### config.mk
export PLATFORM = sky130hd
export DESIGN_NAME = kavsak_sinyalizasyon
export DESIGN_NICKNAME = d
export VERILOG_FILES = /design/src/rtl/kavsak_sinyalizasyon.sv
export SDC_FILE = /design/constraint.sdc
export NUM_CORES = 1
export LEC_CHECK = 0
export ABC_AREA = 1
export ABC_CLOCK_PERIOD_IN_PS = 2400
export CAP_MARGIN = 20
export CORE_MARGIN = 2
export CORE_UTILIZATION = 55
export DETAILED_ROUTE_END_ITERATION = 16
export GPL_ROUTABILITY_DRIVEN = 1
export HOLD_SLACK_MARGIN = 0.02
export PLACE_DENSITY = 0.92
export SLEW_MARGIN = 30
export SYNTH_ARGS = -nofsm -noshare
export SYNTH_HDL_FRONTEND = slang
export SYNTH_SLANG_ARGS = --single-unit
### constraint.sdc
create_clock -name clk -period 2.4 [get_ports clk]
set_input_delay 0.48 -clock clk [delete_from_list [all_inputs] [get_ports clk]]
set_output_delay 0.48 -clock clk [all_outputs]
set_load 0.1 [all_outputs]
### src/rtl/kavsak_sinyalizasyon.sv
// kavsak_sinyalizasyon: round-robin intersection signal controller for N_YON approaches.
// Ports: clk, rst (sync, active-high), tick (1-clk timing strobe), gece (night request),
//        kirmizi/sari/yesil (registered lamp vectors, one bit per approach), aktif_yon.
// Each approach is served as all-red -> red+amber -> green -> amber. Phase lengths are in ticks.
// Macro GECE_MODU_EN adds a flashing-amber night state entered at all-red expiry.
module kavsak_sinyalizasyon #(
  parameter int N_YON          = 2,
  parameter int CNT_W          = 8,
  parameter int T_TUM_KIRMIZI  = 2,
  parameter int T_KIRMIZI_SARI = 1,
  parameter int T_YESIL        = 20,
  parameter int T_SARI         = 3
) (
  input  logic                       clk,
  input  logic                       rst,
  input  logic                       tick,
  input  logic                       gece,
  output logic [N_YON-1:0]           kirmizi,
  output logic [N_YON-1:0]           sari,
  output logic [N_YON-1:0]           yesil,
  output logic [$clog2(N_YON)-1:0]   aktif_yon
);

  localparam int AW = $clog2(N_YON);

  localparam int T_MAX_A = (T_TUM_KIRMIZI > T_KIRMIZI_SARI) ? T_TUM_KIRMIZI : T_KIRMIZI_SARI;
  localparam int T_MAX_B = (T_YESIL > T_SARI) ? T_YESIL : T_SARI;
  localparam int T_MAX   = (T_MAX_A > T_MAX_B) ? T_MAX_A : T_MAX_B;

  // Elaboration-time parameter sanity checks.
  if (N_YON < 2) begin : g_chk_n_yon
    $error("N_YON must be at least 2");
  end
  if (T_TUM_KIRMIZI < 1 || T_KIRMIZI_SARI < 1 || T_YESIL < 1 || T_SARI < 1) begin : g_chk_t
    $error("phase durations must be at least 1 tick");
  end
  if (longint'(T_MAX - 1) >= (longint'(1) << CNT_W)) begin : g_chk_w
    $error("CNT_W too narrow for the longest phase duration");
  end

  localparam logic [CNT_W-1:0] L_TK = CNT_W'(T_TUM_KIRMIZI - 1);
  localparam logic [CNT_W-1:0] L_KS = CNT_W'(T_KIRMIZI_SARI - 1);
  localparam logic [CNT_W-1:0] L_YE = CNT_W'(T_YESIL - 1);
  localparam logic [CNT_W-1:0] L_SA = CNT_W'(T_SARI - 1);
  localparam logic [AW-1:0]    A_LAST = AW'(N_YON - 1);

`ifdef GECE_MODU_EN
  typedef enum logic [2:0] {S_TUM_KIRMIZI, S_KIRMIZI_SARI, S_YESIL, S_SARI, S_GECE} durum_t;
`else
  typedef enum logic [1:0] {S_TUM_KIRMIZI, S_KIRMIZI_SARI, S_YESIL, S_SARI} durum_t;
`endif

  durum_t           durum, nxt_durum;
  logic [CNT_W-1:0] sayac, nxt_sayac;
  logic [AW-1:0]    nxt_a, a_inc;
  logic [N_YON-1:0] sec;
  logic [N_YON-1:0] nxt_kirmizi, nxt_sari, nxt_yesil;

`ifdef GECE_MODU_EN
  // Common level of all amber lamps while flashing at night.
  logic gece_sari, nxt_gece_sari;
`else
  logic unused_gece;
  assign unused_gece = gece;
`endif

  assign a_inc = (aktif_yon == A_LAST) ? '0 : aktif_yon + AW'(1);

  // Next-state, timer and next-lamp logic. Lamps are derived from the next
  // state so that the registered outputs change on the same edge as the state.
  always_comb begin
    nxt_durum     = durum;
    nxt_sayac     = sayac;
    nxt_a         = aktif_yon;
`ifdef GECE_MODU_EN
    nxt_gece_sari = gece_sari;
`endif

    case (durum)
      S_TUM_KIRMIZI: begin
        if (tick) begin
          if (sayac == '0) begin
`ifdef GECE_MODU_EN
            // Night request is only honoured between approaches, so a
            // running green/amber always completes first.
            if (gece) begin
              nxt_durum     = S_GECE;
              nxt_gece_sari = 1'b1;
            end else begin
              nxt_durum = S_KIRMIZI_SARI;
              nxt_a     = a_inc;
              nxt_sayac = L_KS;
            end
`else
            nxt_durum = S_KIRMIZI_SARI;
            nxt_a     = a_inc;
            nxt_sayac = L_KS;
`endif
          end else begin
            nxt_sayac = sayac - CNT_W'(1);
          end
        end
      end
      S_KIRMIZI_SARI: begin
        if (tick) begin
          if (sayac == '0) begin
            nxt_durum = S_YESIL;
            nxt_sayac = L_YE;
          end else begin
            nxt_sayac = sayac - CNT_W'(1);
          end
        end
      end
      S_YESIL: begin
        if (tick) begin
          if (sayac == '0) begin
            nxt_durum = S_SARI;
            nxt_sayac = L_SA;
          end else begin
            nxt_sayac = sayac - CNT_W'(1);
          end
        end
      end
      S_SARI: begin
        if (tick) begin
          if (sayac == '0) begin
            nxt_durum = S_TUM_KIRMIZI;
            nxt_sayac = L_TK;
          end else begin
            nxt_sayac = sayac - CNT_W'(1);
          end
        end
      end
`ifdef GECE_MODU_EN
      S_GECE: begin
        // Leaving night mode keeps aktif_yon, so the next green goes to a+1.
        if (!gece) begin
          nxt_durum = S_TUM_KIRMIZI;
          nxt_sayac = L_TK;
        end else if (tick) begin
          nxt_gece_sari = ~gece_sari;
        end
      end
`endif
      default: begin
        nxt_durum = S_TUM_KIRMIZI;
        nxt_sayac = L_TK;
      end
    endcase

    sec         = N_YON'(1) << nxt_a;
    nxt_kirmizi = '1;
    nxt_sari    = '0;
    nxt_yesil   = '0;
    case (nxt_durum)
      S_KIRMIZI_SARI: nxt_sari = sec;
      S_YESIL: begin
        nxt_kirmizi = ~sec;
        nxt_yesil   = sec;
      end
      S_SARI: begin
        nxt_kirmizi = ~sec;
        nxt_sari    = sec;
      end
`ifdef GECE_MODU_EN
      S_GECE: begin
        nxt_kirmizi = '0;
        nxt_sari    = {N_YON{nxt_gece_sari}};
      end
`endif
      default: ;
    endcase
  end

  always_ff @(posedge clk) begin
    if (rst) begin
      durum     <= S_TUM_KIRMIZI;
      sayac     <= L_TK;
      aktif_yon <= A_LAST;
      kirmizi   <= '1;
      sari      <= '0;
      yesil     <= '0;
`ifdef GECE_MODU_EN
      gece_sari <= 1'b0;
`endif
    end else begin
      durum     <= nxt_durum;
      sayac     <= nxt_sayac;
      aktif_yon <= nxt_a;
      kirmizi   <= nxt_kirmizi;
      sari      <= nxt_sari;
      yesil     <= nxt_yesil;
`ifdef GECE_MODU_EN
      gece_sari <= nxt_gece_sari;
`endif
    end
  end

endmodule

==> flow_summary.yaml <==
sta:
  min_period_ns: 1.594
  fin_setup_tns_ns: 0
  clock_skew_ns: 0.004186
  maxSlewViolCount: 0
  tightest_slew_ns: 0.2794
  fmax_mhz: 627.2
  max_slew_margin_pct: 81.52
  setup_violations: 0
  rsz0062_at_grt: "no"
  timing.final.hold_violations: 0
  period_share_pct: 66.43
worst_setup_path:
  r2r-start: "sayac[0]"
  endpoint_kind: "register"
  criticalPathCategory: "in2reg"
  rrSetupSlack_ns: 0.99
  startpoint_type: "primary input"
  worstPathRequired_ns: 2.59
  ff2ff_path_depth: 10
  path_max_fanout: 3
  cp.arrival_ns: 1.79
  regToRegEndpoint: "sari[1]"
yosys:
  yosysTopAreaCell: "dfxtp_1"
  netlist_area_um2: 777.0
  synthCells: 100
  yosysSeqAreaShare_pct: 43.80
  yosysWarnings: 0
  syn_area_per_cell_um2: 7.770
  post_synth_num_cell_types: 23
  synth_top_area_share_pct: 43.80
  ys_ff_latch: 17
  synth.area.top_cells: "dfxtp_1 44%, nand2_1 11%, nor2_1 7.7%"
  synth_fp_nets: 106
clocking:
  numClockSinks: 17
  cts.hold.buffers_added: 0
  root_buffer: "clkbuf_4"
  post_cts_resized: 0
  clockBufferDepth: 2
  postCtsSetupRepairBufs: 0
  clkLatencyLatePin_ns: 0.30
  cts_made_buffers: 3
  cts_tree: "done"
  clk_pin_slew_ns: 0.10
  cts.htree.levels: 1
power_and_ir_drop:
  seqPwrFrac_pct: 50.9
  switching_share_pct: 33.29
  internal-power_w: 0.0004110
  pwr-share-clk_pct: 25.1
  power.switching_w: 0.0002051
  p_leak_nw: 0.4216
  p_comb_share_pct: 24.0
  worst_ir_drop_vdd_v: 0.0004650
  power_density_nw_per_um2: 685.9
detailed_routing:
  drt-initial-drc-count: 13
  ant_nets: 0
  wl_per_cell_um: 10.53
  vias: 643
  viasPerCell: 5.023
  first_pass_iters: 4
  wl_um: 1348
  remaining_drc_errors: 0
layout:
  antenna_cells: 0
  area_growth_pct: 15.62
  final_common_cell: "nand2_1"
  num-nets-final: 120
  final_cell_mix: "22 x nand2_1, 17 x dfxtp_1, 16 x nor2_1"
  nFillCells: 105
  utilization_pct: 68.19
  drive_above_1_share_pct: 24.78
die:
  pin_count: 11
  die_w_um: 41.59
  rows: 13
  coreArea_um2: 1318
  start_util_pct: 58.97
  die_h_um: 41.59
  die_area_um2: 1729
place:
  finalWeightedCongestion: 0.8539
  portBuffers: 9
  hpwl_um: 1051
global_route:
  antenna_found_initial: 0
  grt_usage_pct: 18.60
  grt.overflow.total: 0
  first_global_vias: 615
  grt_max_degree: 11
  grt_pass1_wl_um: 2435
worst_hold_path:
  hold_path_class: "reg2reg"
  min_delay_path_depth: 2
  hold_path_startpoint: "sayac[3]"
  hold_end: "sayac[3]"
run:
  max-cap-violations: 0
outcome:
  status: "finished clean"
how the worst max path moves through the flow:
stage | startpoint | to | cells past startpoint
floorplan | aktif_yon | yesil[1] | 4
global placement | tick | sayac[7] | 9
detailed placement | tick | sayac[7] | 9
CTS | tick | sayac[7] | 9
global route | tick | sayac[7] | 9
finish | tick | sayac[7] | 9
cells by family after synthesis:
group	after synthesis	share of synthesized area, %
xor+xnor	4	4.510
compound gates	7	4.991
flops	17	43.80
simple gates	55	36.07
fa+ha+maj	2	3.220
buf+inv	15	7.407
per-stage QoR:
step           cells   power, W  cell area (µm²)  hold slack (ns)  worst slack [ns]
3_3_place_gp     124  0.0004631            870.8           0.4802            0.5570
2_1_floorplan    100  0.0004399            777.0           0.4683            0.9389
4_1_cts          128  0.0006203            898.4           0.5093            0.8003
5_1_grt          128  0.0006482            898.4           0.5304            0.7055
6_report         128  0.0006162            898.4           0.5031            0.8056
3_5_place_dp     124  0.0004687            870.8           0.4917            0.4914
power by group through the flow:
| stage | Clock (W) | Sequential, W | Combinational [W] |
|---|---|---|---|
| 2_1_floorplan | 0 | 0.000343 | 0.0000973 |
| 3_3_place_gp | 0 | 0.000320 | 0.000143 |
| 3_5_place_dp | 0 | 0.000321 | 0.000148 |
| 4_1_cts | 0.000157 | 0.000314 | 0.000149 |
| 5_1_grt | 0.000169 | 0.000316 | 0.000163 |
| 6_report | 0.000154 | 0.000314 | 0.000148 |
synth_stat cells:
master     instances
a21oi_1            3
buf_2              1
dfxtp_1           17
ha_1               2
inv_1             11
inv_2              3
nand2_1           22
nand2_2            4
nand2_4            1
nand3_1            1
nand3_2            2
nand4_1            2
nor2_1            16
nor2_2             3
nor2_4             1
nor2_8             1
nor3b_1            1
o2111ai_1          1
o21ai_0            2
o21ai_1            1
or2_2              1
xnor2_1            2
xor2_1             2
sequential cells by signal, indices dropped and copies added (netlist names):
| register | cells |
|---|---|
| durum | 2 |
| aktif_yon | 1 |
| sayac | 8 |
| kirmizi | 2 |
| sari | 2 |
| yesil | 2 |
layer usage:
metal / global-route usage, % / wire (µm)
met1: 19.34 / 554
met4: 11.61 / 37
met3: 4.348 / 44
met2: 33.13 / 712
met5: 0 / 0
layout make-up:
cell class                 count  area (µm²)  share of cell area, %
timing repair buffer          10       80.08                  8.914
sequential                    17       340.3                  37.88
clock buffer                   3       22.52                  2.507
tap                           15       18.77                  2.089
inverter                      14       52.55                  5.850
clock inverter                 1       5.005                 0.5571
multi-input combinational     68       379.1                  42.20
critical path, stage by stage:
cell,delay [ns]
clkdlybuf4s50_1,0.48
inv_1,0.06
nor2_1,0.14
nand2_1,0.09
nor2_1,0.13
nand2_1,0.10
nor2_1,0.12
xnor2_1,0.13
nor2_1,0.05
(Power assumes the default switching activity.)
